File: src/rtl/mem_stage_pkg.sv
// mem_stage_pkg: shared types and control-bit indices for the memory stage
package mem_stage_pkg;
  localparam int XLEN = 64;
  localparam int CTRL_BRANCH   = 4;
  localparam int CTRL_MEMREAD  = 3;
  localparam int CTRL_MEMWRITE = 2;
  localparam int CTRL_REGWRITE = 1;
  localparam int CTRL_MEMTOREG = 0;
  typedef enum logic [1:0] {IDLE, BUSY, DONE} mem_state_t;
  typedef struct packed {
    logic            valid;
    logic [4:0]      ctrl;
    logic [4:0]      rd;
    logic            zero;
    logic [XLEN-1:0] aluResult;
    logic [XLEN-1:0] writeData;
    logic [XLEN-1:0] PCBranch;
  } exmem_t;
endpackage

File: src/rtl/mem_stage_exmem_reg.sv
// exmem_reg: EX/MEM pipeline register with enable, flush and async reset
module exmem_reg
  import mem_stage_pkg::*;
(
  input  logic   clk,
  input  logic   reset,
  input  logic   en,
  input  logic   flush,
  input  exmem_t d,
  output exmem_t q
);
  always_ff @(posedge clk or posedge reset) begin
    if (reset) q <= '0;
    else if (en) begin
      q <= d;
      q.valid <= d.valid & ~flush;
    end
  end
endmodule

File: src/rtl/mem_stage.sv
// mem_stage: EX/MEM register, branch resolve, req/ack data-memory FSM with timeout, writeback outputs
module mem_stage
  import mem_stage_pkg::*;
#(
  parameter int N       = 64,
  parameter int TIMEOUT = 16
) (
  input  logic         clk,
  input  logic         reset,
  input  logic [N-1:0] aluResult_E,
  input  logic [N-1:0] writeData_E,
  input  logic [N-1:0] PCBranch_E,
  input  logic         zero_E,
  input  logic         valid_E,
  input  logic [4:0]   ctrl_E,
  input  logic [4:0]   rd_E,
  input  logic         flush_M,
  output logic         stall_M,
  output logic         PCSrc_M,
  output logic [N-1:0] PCBranch_M,
  output logic         dmem_req,
  output logic         dmem_we,
  output logic [N-1:0] dmem_addr,
  output logic [N-1:0] dmem_wdata,
  input  logic         dmem_ack,
  input  logic [N-1:0] dmem_rdata,
  output logic         valid_W,
  output logic         RegWrite_W,
  output logic         MemtoReg_W,
  output logic [4:0]   rd_W,
  output logic [N-1:0] aluResult_W,
  output logic [N-1:0] readData_W,
  output logic         err_M
);
  localparam int CW = $clog2(TIMEOUT);
  exmem_t d, m;
  mem_state_t state;
  logic [CW-1:0] cnt;
  logic [N-1:0] rdata_q;
  logic memop, busy, mis;
  assign d = '{valid: valid_E, ctrl: ctrl_E, rd: rd_E, zero: zero_E,
               aluResult: aluResult_E, writeData: writeData_E, PCBranch: PCBranch_E};
  exmem_reg u_exmem (.clk(clk), .reset(reset), .en(~stall_M), .flush(flush_M), .d(d), .q(m));
  assign memop = m.valid & (m.ctrl[CTRL_MEMREAD] | m.ctrl[CTRL_MEMWRITE]);
  assign busy  = state == BUSY;
  assign mis   = m.aluResult[2:0] != 3'd0;
  assign stall_M = busy | (state == IDLE & memop);
  // misaligned accesses never reach the bus: they skip BUSY and flag the error
  always_ff @(posedge clk or posedge reset) begin
    if (reset) begin
      state   <= IDLE;
      cnt     <= '0;
      rdata_q <= '0;
      err_M   <= 1'b0;
    end else begin
      case (state)
        IDLE: if (memop) begin
          state <= mis ? DONE : BUSY;
          if (mis) err_M <= 1'b1;
        end
        BUSY: if (dmem_ack) begin
          state <= DONE;
          if (!m.ctrl[CTRL_MEMWRITE]) rdata_q <= dmem_rdata;
        end else if (cnt == CW'(TIMEOUT - 1)) begin
          state   <= DONE;
          err_M   <= 1'b1;
          rdata_q <= '0;
        end else cnt <= cnt + 1'b1;
        DONE: begin
          state <= IDLE;
          cnt   <= '0;
        end
        default: state <= IDLE;
      endcase
    end
  end
  assign PCSrc_M     = m.valid & m.ctrl[CTRL_BRANCH] & m.zero;
  assign PCBranch_M  = m.PCBranch;
  assign dmem_req    = busy;
  assign dmem_we     = busy & m.ctrl[CTRL_MEMWRITE];
  assign dmem_addr   = m.aluResult;
  assign dmem_wdata  = m.writeData;
  assign valid_W     = m.valid & ~stall_M;
  assign RegWrite_W  = valid_W & m.ctrl[CTRL_REGWRITE];
  assign MemtoReg_W  = m.ctrl[CTRL_MEMTOREG];
  assign rd_W        = m.rd;
  assign aluResult_W = m.aluResult;
  assign readData_W  = rdata_q;
endmodule
File: config.mk
export PLATFORM = sky130hd
export DESIGN_NAME = mem_stage
export DESIGN_NICKNAME = d
export VERILOG_FILES = /design/src/rtl/mem_stage_pkg.sv /design/src/rtl/mem_stage_exmem_reg.sv /design/src/rtl/mem_stage.sv
export SDC_FILE = /design/constraint.sdc
export NUM_CORES = 1
export LEC_CHECK = 0
export BUFFER_PORTS_ARGS = -buffer_cell sky130_fd_sc_hd__buf_2
export CORE_AREA = 2 2 236 238
export CTS_CLUSTER_DIAMETER = 100
export DETAILED_ROUTE_END_ITERATION = 8
export DIE_AREA = 0 0 238 240
export PLACE_DENSITY = 0.49
export SLEW_MARGIN = 10
export SYNTH_ARGS = -nofsm -noshare
export SYNTH_HDL_FRONTEND = slang
export SYNTH_SLANG_ARGS = --single-unit
File: constraint.sdc
create_clock -name clk -period 8.7 [get_ports clk]
set_clock_uncertainty 0.15 [all_clocks]
set_input_delay 0.435 -clock clk [delete_from_list [all_inputs] [get_ports clk]]
set_output_delay 0.435 -clock clk [all_outputs]
set_load 0.05 [all_outputs]
==> impl_metrics.tcl <==
set metrics [dict create \
    finalMaxSlewViolations 0 \
    tns_ps 0 \
    grtUsageTotal_pct 11.5 \
    layout_commonest_cell "buf_2" \
    cts-resized-gates 0 \
    synthDistinctLibCells 33 \
    routedWlPerCell_um 15.6 \
    seqCellArea_um2 6880 \
    ctsLongestPathBuffers 3 \
    path_class "reg2out" \
    yosys.area.top_type_share_pct 54.6 \
    syn-num-nets 1158 \
    layout_common_cells "buf_2, dfrtp_1, dlygate4sd3_1" \
    grt_max_degree 150 \
    postSynthCellCount 885 \
    dp_hpwl_um 23400 \
    grt_pass1_wl_um 52100 \
    drive_gt1_share_pct 56.9 \
    num_antenna_cells 0 \
    antenna_found_initial 1 \
    setup_viol 0 \
    clock-root-buffer "clkbuf_16" \
    maxSlewHeadroom_pct 3.44 \
    clock_sinks 275 \
    grt_setup_unrepaired "no" \
    synth_top_area_cell "dfrtp_1" \
    avgViaCountPerCell 3.92 \
    place_ws_ps 5670 \
    period_needed_ps 2990 \
    die_h_um 240 \
    clkTransAtPathRegs_ps 60 \
    drt-total-wl_um 34700 \
    die_w_um 238 \
    required_ps 8120 \
    multiInputGateArea_um2 3480 \
    postCtsSetupRepairBufs 0 \
    setup_ws_ps 5710 \
    tritoncts "yes" \
    async_flop_share_pct 100 \
    htree_levels 2 \
    ios 605 \
    crit_arrival_ps 2400 \
    final_hold_viol_count 0 \
    num_vias 8721 \
    ctsHoldBuffers 264 \
    ant_nets 0 \
    grt_pass1_vias 9355 \
    gp_congestion 0.757 \
    final_nets 1772 \
    drc 0 \
    dieArea_um2 57100 \
    synth_edf_count 0 \
    fmax_ghz 0.335 \
    end_kind "output port" \
    crit_fanout 60 \
    synth_area_leaders "dfrtp_1, buf_4, mux2_4" \
    synth-main-ff-cell "dfrtp_1" \
    io_buffers 604 \
    avgSynthCellArea_um2 14.2 \
    rows 86 \
    status "complete, no violations" \
    drt_iter0_markers 287 \
    initial_core_util_pct 23.1 \
    max_cap_violations 0 \
    numCtsBuffers 34 \
    clkLatencyLatePin_ps 520 \
    synth_area_um2 12600 \
    start_kind "flop" \
    ys_ff_latch 275 \
    drtPass1Iterations 4 \
    synth_seq_area_share_pct 54.6 \
    fill_cells 5405 \
    grt-ovfl-total 0 \
    yosysWarnings 0 \
    worst_pin_slew_ps 1450 \
    core_area_um2 54700 \
    period_share_pct 34.3 \
    hold_class "in2reg" \
    area_delta_synth_final_pct 44.1 \
]
==> area by class of cell <==
type,instances,area share (%)
Sequential cell,275,37.9
Timing Repair Buffer,875,31.6
Multi-Input combinational cell,310,19.1
Clock buffer,51,5.70
Tap cell,704,4.85
Clock inverter,9,0.758
Inverter,3,0.103
==> cells in the mapped netlist, types with 2 or more instances <==
| cell type | instances |
|---|---|
| nor2b_1 | 3 |
| nor2_1 | 2 |
| nand3_1 | 3 |
| mux2_1 | 10 |
| nand2_1 | 2 |
| inv_1 | 2 |
| mux2_2 | 103 |
| or2_2 | 2 |
| buf_8 | 11 |
| buf_4 | 264 |
| and2_1 | 2 |
| buf_2 | 22 |
| mux2_4 | 90 |
| and3_1 | 3 |
| or3_1 | 2 |
| nor3_1 | 3 |
| a21oi_1 | 5 |
| o21ai_0 | 4 |
| a22o_1 | 64 |
| dfrtp_1 | 275 |
==> cells by family (layout without fill, tap and decap cells) <==
family	Yosys count	in the layout	share of synthesized area [%]
flops	275	275	54.6
fa+ha+maj	1	1	0.0992
simple gates	27	27	1.30
mux	204	204	20.9
buf+inv	300	938	18.0
compound gates	78	78	5.12
==> critical path, cell delays in order, from the launching register on <==
cell and delay (ps):
dfrtp_1 420, o21ai_1 160, a21oi_4 210, buf_4 620
and3b_1 250, buf_2 210
==> metal layers <==
metal	vias to the layer above	wire [um]	track usage, %
li1	4004	-	-
met1	4274	13000	12.9
met2	363	18200	20.9
met3	78	2190	2.50
met4	2	1300	5.19
met5	-	16	0
==> through the flow <==
stage | hold WS (ps) | instance area, um^2 | cells | util [%]
floorplan | 315 | 12600 | 885 | -
global placement | 306 | 14300 | 1903 | 26.2
detailed placement | 315 | 14300 | 1903 | 26.2
CTS | 0.610 | 18200 | 2227 | 33.2
global route | 9.97 | 18200 | 2227 | 33.2
finish | 47.7 | 18200 | 2227 | 33.2
==> worst paths after layout <==
path,from,to,slack (ps),cells past startpoint
min,aluResult_E[60],u_exmem.q[188],50,2
max in group asynchronous,reset,readData_W[13],5920,5
min reg2reg,err_M,err_M,320,1
max reg2reg,u_exmem.q[203],u_exmem.q[179],6170,4
max,u_exmem.q[203],RegWrite_W,5710,5
min in group asynchronous,reset,u_exmem.q[37],360,3
==> flip-flops by register name (all words and copies together) (netlist names) <==
register    cells
cnt             4
err_M           1
readData_W     64
state           2
u_exmem.q     204
Power is left out: the tool's default activity adds up to more than one toggle a clock period on the data nets, which glitch-free logic cannot reach.
